[src/rtl/fetch_stage_if.sv]
// ---------------------------------------------------------------------------
// fetch_stage_if
// Groups every non-clock signal of the instruction fetch stage.
//   pc            fetch address to the instruction memory
//   inst          instruction word returned by the memory for pc
//   stall         hold pc and the IF/ID register
//   branch_taken  redirect to if_pc_next + branch_offset
//   branch_offset signed offset, in instructions
//   jump          redirect to jump_target
//   jump_target   absolute jump address
//   halt          stop fetching
//   if_inst       IF/ID instruction register
//   if_pc_next    IF/ID register holding fetch pc + PC_STEP
//   if_valid      IF/ID contents are a real instruction
//   halted        fetch FSM sits in HALT
// The fetch stage connects through the master modport; the memory and
// decode side connect through the slave modport.
// ---------------------------------------------------------------------------
interface fetch_stage_if;
  logic [31:0] pc;
  logic [31:0] inst;
  logic        stall;
  logic        branch_taken;
  logic [15:0] branch_offset;
  logic        jump;
  logic [31:0] jump_target;
  logic        halt;
  logic [31:0] if_inst;
  logic [31:0] if_pc_next;
  logic        if_valid;
  logic        halted;

  modport master (
    output pc, if_inst, if_pc_next, if_valid, halted,
    input  inst, stall, branch_taken, branch_offset, jump, jump_target, halt
  );

  modport slave (
    input  pc, if_inst, if_pc_next, if_valid, halted,
    output inst, stall, branch_taken, branch_offset, jump, jump_target, halt
  );
endinterface

[src/rtl/fetch_stage.sv]
// ---------------------------------------------------------------------------
// fetch_stage
// Instruction fetch stage with a BOOT/RUN/HALT controller and the IF/ID
// pipeline register.
//   clk    single clock, rising-edge state updates
//   reset  asynchronous, active-high reset
//   bus    fetch_stage_if.master: memory address/data, decode-side control
//          (stall, branch, jump, halt) and the IF/ID register outputs
// Parameters:
//   RESET_PC  pc value loaded on reset
//   PC_STEP   sequential increment; memory is word-indexed
// ---------------------------------------------------------------------------
module fetch_stage #(
  parameter logic [31:0] RESET_PC = 32'h0000_0000,
  parameter int unsigned PC_STEP  = 1
) (
  input  logic          clk,
  input  logic          reset,
  fetch_stage_if.master bus
);

  localparam logic [31:0] STEP = 32'(PC_STEP);

  typedef enum logic [1:0] {
    BOOT,
    RUN,
    HALT
  } state_t;

  state_t      r_state;
  state_t      w_stateNext;
  logic [31:0] r_pc;
  logic [31:0] r_ifInst;
  logic [31:0] r_ifPcNext;
  logic        r_ifValid;

  logic [31:0] w_pcNext;
  logic [31:0] w_ifInstNext;
  logic [31:0] w_ifPcNextNext;
  logic        w_ifValidNext;
  logic [31:0] w_pcPlusStep;
  logic [31:0] w_offsetExt;
  logic [31:0] w_branchTarget;

  // Branch targets are relative to the pc after the branch instruction,
  // which is exactly what the IF/ID register holds. Arithmetic wraps mod 2^32.
  assign w_pcPlusStep   = r_pc + STEP;
  assign w_offsetExt    = {{16{bus.branch_offset[15]}}, bus.branch_offset};
  assign w_branchTarget = r_ifPcNext + (w_offsetExt * STEP);

  // State and IF/ID register; reset aborts whatever was in progress.
  always_ff @(posedge clk or posedge reset) begin
    if (reset) begin
      r_state    <= BOOT;
      r_pc       <= RESET_PC;
      r_ifInst   <= 32'h0;
      r_ifPcNext <= 32'h0;
      r_ifValid  <= 1'b0;
    end else begin
      r_state    <= w_stateNext;
      r_pc       <= w_pcNext;
      r_ifInst   <= w_ifInstNext;
      r_ifPcNext <= w_ifPcNextNext;
      r_ifValid  <= w_ifValidNext;
    end
  end

  // Next-state and datapath selection. Everything holds by default, so a
  // stall and the BOOT/HALT states need no explicit assignments. In RUN the
  // priority is halt > jump > branch > stall > sequential; redirects flush
  // the IF/ID register by clearing if_valid only.
  always_comb begin
    w_stateNext    = r_state;
    w_pcNext       = r_pc;
    w_ifInstNext   = r_ifInst;
    w_ifPcNextNext = r_ifPcNext;
    w_ifValidNext  = r_ifValid;
    case (r_state)
      BOOT: begin
        w_stateNext = RUN;
      end
      RUN: begin
        if (bus.halt) begin
          w_stateNext   = HALT;
          w_ifValidNext = 1'b0;
        end else if (bus.jump) begin
          w_pcNext      = bus.jump_target;
          w_ifValidNext = 1'b0;
        end else if (bus.branch_taken) begin
          w_pcNext      = w_branchTarget;
          w_ifValidNext = 1'b0;
        end else if (!bus.stall) begin
          w_pcNext       = w_pcPlusStep;
          w_ifInstNext   = bus.inst;
          w_ifPcNextNext = w_pcPlusStep;
          w_ifValidNext  = 1'b1;
        end
      end
      HALT: begin
        w_stateNext = HALT;
      end
      default: begin
        w_stateNext = BOOT;
      end
    endcase
  end

  assign bus.pc         = r_pc;
  assign bus.if_inst    = r_ifInst;
  assign bus.if_pc_next = r_ifPcNext;
  assign bus.if_valid   = r_ifValid;
  assign bus.halted     = (r_state == HALT);

endmodule

[src/flat_wrapper.sv]
// flat-port wrapper written by rule: the top's interface ports become plain ports
module fetch_stage_flat 
#(
  parameter logic [31:0] RESET_PC = 32'h0000_0000,
  parameter int unsigned PC_STEP  = 1
)
  (clk, reset, bus_pc, bus_if_inst, bus_if_pc_next, bus_if_valid, bus_halted, bus_inst, bus_stall, bus_branch_taken, bus_branch_offset, bus_jump, bus_jump_target, bus_halt);
  fetch_stage_if bus_i ();
  input  logic clk;
  input  logic reset;
  output wire logic [$bits(bus_i.pc)-1:0] bus_pc;
  output wire logic [$bits(bus_i.if_inst)-1:0] bus_if_inst;
  output wire logic [$bits(bus_i.if_pc_next)-1:0] bus_if_pc_next;
  output wire logic [$bits(bus_i.if_valid)-1:0] bus_if_valid;
  output wire logic [$bits(bus_i.halted)-1:0] bus_halted;
  input wire logic [$bits(bus_i.inst)-1:0] bus_inst;
  input wire logic [$bits(bus_i.stall)-1:0] bus_stall;
  input wire logic [$bits(bus_i.branch_taken)-1:0] bus_branch_taken;
  input wire logic [$bits(bus_i.branch_offset)-1:0] bus_branch_offset;
  input wire logic [$bits(bus_i.jump)-1:0] bus_jump;
  input wire logic [$bits(bus_i.jump_target)-1:0] bus_jump_target;
  input wire logic [$bits(bus_i.halt)-1:0] bus_halt;
  assign bus_pc = bus_i.pc;
  assign bus_if_inst = bus_i.if_inst;
  assign bus_if_pc_next = bus_i.if_pc_next;
  assign bus_if_valid = bus_i.if_valid;
  assign bus_halted = bus_i.halted;
  assign bus_i.inst = bus_inst;
  assign bus_i.stall = bus_stall;
  assign bus_i.branch_taken = bus_branch_taken;
  assign bus_i.branch_offset = bus_branch_offset;
  assign bus_i.jump = bus_jump;
  assign bus_i.jump_target = bus_jump_target;
  assign bus_i.halt = bus_halt;
  fetch_stage #(.RESET_PC(RESET_PC), .PC_STEP(PC_STEP)) u_core (.clk(clk), .reset(reset), .bus(bus_i));
endmodule
[config.mk]
export PLATFORM = sky130hd
export DESIGN_NAME = fetch_stage_flat
export DESIGN_NICKNAME = d
export VERILOG_FILES = /design/src/rtl/fetch_stage_if.sv /design/src/rtl/fetch_stage.sv /design/src/flat_wrapper.sv
export SDC_FILE = /design/constraint.sdc
export NUM_CORES = 1
export LEC_CHECK = 0
export CORE_AREA = 2 2 128 130
export DETAILED_ROUTE_END_ITERATION = 8
export DIE_AREA = 0 0 130 132
export GPL_TIMING_DRIVEN = 0
export PLACE_DENSITY_LB_ADDON = 0.08
export SLEW_MARGIN = 10
export SYNTH_ARGS = -nofsm -noshare
export SYNTH_HDL_FRONTEND = slang
export SYNTH_SLANG_ARGS = --single-unit
[constraint.sdc]
create_clock -name clk -period 3.5 [get_ports clk]
set_input_delay 0.525 -clock clk [delete_from_list [all_inputs] [get_ports clk]]
set_output_delay 0.525 -clock clk [all_outputs]
set_load 0.02 [all_outputs]
==> key figures, run 1 <==
Clock network
  – Clock root buffer: clkbuf_16
  – CTS tree: done
  – CTS clk-pin slew, worst paths: 0.07 ns
  – CTS sink cnt: 99
  – CTS max path bufs: 2
  – Clock Latency Late Sink: 0.36 ns
  – Total CTS buffers: 9
  – # H-tree levels: 3

Drt
  – Wire length per cell: 20.19 µm
  – Via density: 5.690
  – Vias: 6453
  – Final ANT Viol Nets: 0
  – Drt pass-1 iters: 5
  – DR DRC count: 0
  – Met2 wire length: 10.50 mm
  – Starting DRT DRC Count: 523
  – Top layer in use: met4
  – Final WL: 22.89 mm
  – Met3 wire len: 2.106 mm
  – Met1 WL: 9.731 mm

STA
  – Part of the cycle the worst path needs: 95.12%
  – Relative slew slack: 24.60%
  – Skew final: 0.009660 ns
  – Hold Vio Cnt, Final: 0
  – Final setup vio count: 0
  – Hold slack final: 0.5057 ns
  – Worst Max-Slew Pin Slew: 1.122 ns
  – Fmax: 300.4 MHz
  – Minimum clock period: 3.329 ns
  – Slew Limit Fails: 0
  – Final WS setup: 0.1709 ns
  – RSZ-0062 raised after global routing: false

Finish
  – Ant diodes: 0
  – Layout Cells excl Fill: 1134
  – Most frequent cells in the layout: 180 x clkdlybuf4s50_1, 99 x dfrtp_1, 69 x a21oi_1
  – Commonest non-fill, non-tap cell in the layout: clkdlybuf4s50_1
  – Fraction of layout cells with a size suffix above 1: 8.497%
  – Area Growth Syn to Fin: 37.02%
  – Final nets: 1035

Worst setup path
  – CP Capture Type: flip-flop
  – Biggest cell delay along the critical path: 0.43 ns
  – Slowest cell on the critical path: fa_1
  – Startpoint class of the critical path: input pin
  – Critical Path Fanout Max: 3
  – Crit-path cells: clkdlybuf4s50_1, ha_1, fa_1, a21o_1, a221oi_2, nand4b_1, nand3_1, a211o_1, a31oi_2, mux2i_1, o221ai_1
  – CP arrival: 3.54 ns
  – Reg2Reg Depth: 10
  – Data required, critical path: 3.71 ns
  – Worst setup path category: input pin to flip-flop

Global route
  – Largest net degree at the start of global routing: 56
  – Initial antenna violation count: 1
  – First-pass GRT wire length: 35.18 mm
  – Number of global-route vias before repair: 6360
  – Overall routing resource usage: 26.46%
  – Gr ovfl total: 0

Logic synthesis
  – Post-synth EDFFs: 0
  – Main synth FF type: dfrtp_1
  – Synth Warn #: 0
  – Yosys cell types: 65
  – Mapped Area: 6543 µm²
  – Synth area leaders: dfrtp_1 38%, mux2_2 7.6%, ha_1 6.7%, a21oi_1 5.3%, xnor2_1 4.8%
  – Asr flop ratio synth: 100.0%
  – Mapped Nets: 842
  – Post-synthesis sequential area ratio: 37.87%
  – Post-synthesis cell count: 720
  – Area leader, netlist: dfrtp_1
  – #FFs+latches synth: 99
  – Post-synth top area share: 37.87%
  – Syn avg cell area: 9.087 µm²

Floorplanning
  – Die height: 132 µm
  – Num ports: 184
  – Rows: 46
  – Initial Util: 41.64%
  – Core box area: 15710 µm²
  – Die area: 17160 µm²
  – Die width: 130 µm

Placement
  – I/O Buffers: 181
  – Dpl cells: 1118
  – DP HPWL: 17.07 mm
  – GPL Wtd Cong: 0.9589
  – Worst slack, placed: -0.4524 ns

Worst hold path
  – Hold path cells: 1
  – Worst min path class: flip-flop to flip-flop

Outcome
  – Status: finished clean

Power
  – Max VDD drop: 0.4252 mV
  – Pleak: 0.003751 µW
  – PwrDens: 856.5 nW/µm²
  – Power, Total: 7679 µW

Run
  – Max Cap Viol: 0
[per-stage QoR]
step | setup TNS [ns] | utilization [%] | instance area [µm²]
floorplan | 0 | - | 6543
CTS | 0 | 57.02 | 8959
detailed placement | -2.731 | 55.10 | 8657
global placement | -131.63 | 54.89 | 8625
global route | 0 | 57.06 | 8965
finish | 0 | 57.06 | 8965
[cell usage after synthesis, types with 4 or more instances]
cell type,number
a221oi_1,8
and2_1,5
o21ai_0,59
o211ai_1,7
clkbuf_1,31
nor3_1,9
inv_1,16
dfrtp_1,99
and4_1,6
a211o_1,5
mux2i_1,8
a21oi_1,69
nand3_1,26
xnor2_1,36
nor2_1,62
nor2b_1,8
a211oi_1,9
nand2_1,61
xor2_1,18
mux2_2,44
nand2b_1,5
a21o_1,14
nand4_1,9
o31ai_1,4
and3_1,9
ha_1,35
[timing repair]
action | 4_1_cts | 5_1_grt
gates resized for setup | 1 | 1
buffers inserted | 0 | 0
hold buffers | 0 | 0
hold endpoints to repair | 0 | 0
setup endpoints to repair | 3 | 1
[final timing paths]
path | start | to | slack, ns
setup / recovery | bus_branch_offset[0] | u_core.bus.pc[30]$_DFFE_PP0P_ | 0.17
hold / removal | u_core.bus.if_valid$_DFFE_PP0P_ | u_core.bus.if_valid$_DFFE_PP0P_ | 0.51
setup reg to reg | u_core.bus.if_pc_next[0]$_DFFE_PP0P_ | u_core.bus.pc[30]$_DFFE_PP0P_ | 0.37
hold reg to reg | u_core.bus.if_valid$_DFFE_PP0P_ | u_core.bus.if_valid$_DFFE_PP0P_ | 0.51
max in group asynchronous | reset | u_core.bus.pc[20]$_DFFE_PP0P_ | 2.29
min in group asynchronous | reset | u_core.bus.if_pc_next[4]$_DFFE_PP0P_ | 0.57
[routing by layer]
metal | vias to the layer above | track usage [%]
li1 | 2995 | -
met1 | 3085 | 35.19
met2 | 333 | 41.80
met3 | 40 | 7.305
met4 | 0 | 8.244
met5 | - | 0
[state kept, by name, indices dropped and copies added (netlist names)]
register               cells
u_core.bus.if_inst        32
u_core.bus.if_pc_next     32
u_core.bus.pc             32
u_core.r_state             2
u_core.bus.if_valid        1
[layout make-up]
class | count | area, µm²
Multi-Input combinational cell | 568 | 3866
Buffer | 37 | 145.1
Sequential cell | 99 | 2477
Clock inverter | 5 | 60.06
Timing Repair Buffer | 182 | 1838
Inverter | 16 | 65.06
Clock buffer | 11 | 242.7
Tap cell | 216 | 270.3
Fill cell | 1433 | 6748
[power by group]
group	internal, µW	switching [µW]	total [µW]
sequential	1640	551	2190
clock	578	480	1060
combinational	2060	2370	4430
total	4280	3400	7680
[critical path, delay by kind of cell]
kind | cells | cell delay, ns
mux | 1 | 0.21
fa+ha+maj | 2 | 0.67
simple gates | 2 | 0.39
compound gates | 5 | 1.34
buf+inv | 1 | 0.40
[cell families (layout without fill, tap and decap cells)]
logic type | Yosys count | after routing | synth area share, %
multiplexers | 52 | 52 | 8.797
AND/OR/NAND/NOR | 216 | 216 | 15.89
adder cells (fa/ha/maj) | 36 | 36 | 6.999
buffers and inverters | 53 | 251 | 3.136
flip-flops | 99 | 99 | 37.87
AO/OA/AOI/OAI | 210 | 210 | 20.08
XOR/XNOR | 54 | 54 | 7.229
No activity file was read; power rests on OpenSTA's default activity.
==> inputs of run 2 (changes only) <==
--- a/config.mk
+++ b/config.mk
@@ -6,6 +6,7 @@
 export NUM_CORES = 1
 export LEC_CHECK = 0
 export CORE_AREA = 2 2 128 130
+export CTS_BUF_LIST = sky130_fd_sc_hd__clkbuf_16
 export DETAILED_ROUTE_END_ITERATION = 8
 export DIE_AREA = 0 0 130 132
 export GPL_TIMING_DRIVEN = 0
==> run 2 against run 1 <==
Effect of this change:
- sequential cell count did not move
- clock skew grew 0.0025 ns
- core utilization fell by 0.064 points
- sequential share of layout area about the same
- largest cell class unchanged
==> key figures, run 2 (same netlist as run 1, synthesis figures left out) <==
STA
  – Minimum clock period: 3.324 ns (-0.005113 ns)
  – RSZ-0062 raised after global routing: false
  – Hold slack final: 0.5057 ns (+0.00004400 ns)
  – Final setup vio count: 0 (unchanged)
  – Skew final: 0.01221 ns (+0.002546 ns)
  – Setup TNS Final: 0 ns (unchanged)
  – Fmax: 300.8 MHz (+0.15%)
  – Hold Vio Cnt, Final: 0 (unchanged)
  – Part of the cycle the worst path needs: 94.97% (-0.15 points)
  – Relative slew slack: 27.02% (+2.4 points)
  – Worst Max-Slew Pin Slew: 1.086 ns (-0.03603 ns)
  – Slew Limit Fails: 0 (unchanged)

Floorplanning
  – Initial Util: 41.64% (unchanged)
  – Die height: 132 µm (unchanged)
  – Core box area: 15710 µm² (unchanged)
  – Num ports: 184 (unchanged)
  – Rows: 46 (unchanged)
  – Die width: 130 µm (unchanged)
  – Die area: 17160 µm² (unchanged)

Global route
  – Overall routing resource usage: 26.46% (unchanged)
  – Largest net degree at the start of global routing: 56 (unchanged)
  – Initial antenna violation count: 1 (unchanged)
  – Number of global-route vias before repair: 6362 (+0.031%)
  – Gr ovfl total: 0 (unchanged)
  – First-pass GRT wire length: 35.18 mm (unchanged)

Clock network
  – CTS clk-pin slew, worst paths: 0.07 ns (about the same)
  – CTS max path bufs: 2 (unchanged)
  – Hold_buf cts: 0 (unchanged)
  – Clock Latency Late Sink: 0.36 ns (about the same)
  – Clock root buffer: clkbuf_16
  – Total CTS buffers: 9 (unchanged)
  – CTS tree: done
  – # H-tree levels: 3 (unchanged)
  – CTS sink cnt: 99 (unchanged)

Drt
  – Via density: 5.695 (about the same)
  – Drt pass-1 iters: 5 (unchanged)
  – Starting DRT DRC Count: 573 (+9.6%)
  – DR DRC count: 0 (unchanged)
  – Final ANT Viol Nets: 0 (unchanged)
  – Final WL: 22.96 mm (+0.27%)
  – Wire length per cell: 20.24 µm (+0.27%)
  – Vias: 6458 (+0.077%)

Worst setup path
  – Flop2flop setup slack: 0.37 ns (about the same)
  – Kind of cell adding the most delay to the critical path: compound AO/OA/AOI/OAI gates
  – Worst path bufs/invs: 1 (unchanged)
  – CP arrival: 3.54 ns (about the same)
  – Worst setup path category: input pin to flip-flop
  – FF-to-FF End: u_core.bus.pc[30]$_DFFE_PP0P_
  – Crit-path cells: clkdlybuf4s50_1, ha_1, fa_1, a21o_1, a221oi_2, nand4b_1, nand3_1, a211o_1, a31oi_2, mux2i_1, o221ai_1
  – Startpoint class of the critical path: input pin
  – Number of cells on the critical path: 11 (unchanged)
  – Reg2reg start: u_core.bus.if_pc_next[0]$_DFFE_PP0P_
  – Data required, critical path: 3.71 ns (about the same)
  – Biggest cell delay along the critical path: 0.43 ns (about the same)
  – Reg2Reg Depth: 10 (unchanged)
  – Slowest cell on the critical path: fa_1
  – Critical Path Fanout Max: 3 (unchanged)
  – CP Capture Type: flip-flop

Power
  – Power, Total: 7666 µW (-0.17%)
  – Max VDD drop: 0.4251 mV (about the same)
  – Pleak: 0.003750 µW (about the same)
  – PwrDens: 856.1 nW/µm² (about the same)

Worst hold path
  – Worst hold start: u_core.bus.if_valid$_DFFE_PP0P_
  – Hold path cells: 1 (unchanged)
  – Worst min path class: flip-flop to flip-flop
  – Hold EP: u_core.bus.if_valid$_DFFE_PP0P_

Finish
  – Commonest non-fill, non-tap cell in the layout: clkdlybuf4s50_1
  – Final Instance Area: 8955 µm² (-0.11%)
  – Fraction of layout cells with a size suffix above 1: 8.388% (-0.11 points)
  – Ant diodes: 0 (unchanged)
  – Area Growth Syn to Fin: 36.87%
  – Most frequent cells in the layout: 180 x clkdlybuf4s50_1, 99 x dfrtp_1, 69 x a21oi_1
  – Final nets: 1035 (unchanged)
  – Filler Cell Count: 1434 (+0.070%)

Placement
  – GPL Wtd Cong: 0.9589 (unchanged)
  – DP HPWL: 17.07 mm (unchanged)
  – I/O Buffers: 181 (unchanged)
  – Area after DPL: 8657 µm² (unchanged)

Outcome
  – Status: finished clean

Run
  – Max Cap Viol: 0 (unchanged)
run 2: cell count changes in the layout (fill, tap and decap cells not counted):
cell      delta
clkbuf_1     -1
clkinv_1     +1
inv_1        +1
clkbuf_8     -1
run 2: cell type report:
cell class,count,area (µm²),share of cell area [%]
Inverter,16,65.06,0.7266
Clock buffer,9,225.2,2.515
Timing Repair Buffer,182,1838,20.53
Tap cell,216,270.3,3.018
Clock inverter,7,67.56,0.7545
Sequential cell,99,2477,27.67
Buffer,37,145.1,1.621
Multi-Input combinational cell,568,3866,43.17
run 2: what timing repair did:
item                       4_1_cts  5_1_grt
pin swaps                        0        0
setup buffers                    0        0
setup endpoints to repair        3        1
resized for setup                1        1
run 2: through the flow:
| step | cells | worst slack, ns | utilization [%] |
|---|---|---|---|
| final | 1134 | 0.1760 | 56.99 |
| after global routing | 1134 | 0.02356 | 56.99 |
| after CTS | 1134 | 0.1950 | 56.95 |
| after detailed placement | 1118 | -0.4524 | 55.10 |
| after global placement | 1117 | -1.308 | 54.89 |
| after floorplan | 720 | 0.3846 | - |
run 2: routing by layer:
metal	wire, µm	global-route usage, %
met5	0	0
met4	577	8.244
met3	1993	7.305
met2	10520	41.80
met1	9866	35.19
run 2: power breakdown:
part | switching [µW] | total (µW) | internal (µW)
Sequential | 553 | 2190 | 1640
Clock | 489 | 1040 | 554
Combinational | 2370 | 4430 | 2060
run 2: how the worst max path moves through the flow:
stage / startpoint / endpoint / slack [ns]
final: bus_branch_offset[0] / u_core.bus.pc[30]$_DFFE_PP0P_ / 0.18
after global routing: bus_branch_offset[4] / u_core.bus.pc[27]$_DFFE_PP0P_ / 0.02
after CTS: bus_branch_offset[0] / u_core.bus.pc[30]$_DFFE_PP0P_ / 0.20
after detailed placement: bus_branch_offset[15] / u_core.bus.pc[29]$_DFFE_PP0P_ / -0.45
after global placement: reset / u_core.bus.pc[21]$_DFFE_PP0P_ / -1.31
after floorplan: reset / u_core.bus.if_inst[0]$_DFFE_PP0P_ / 0.38
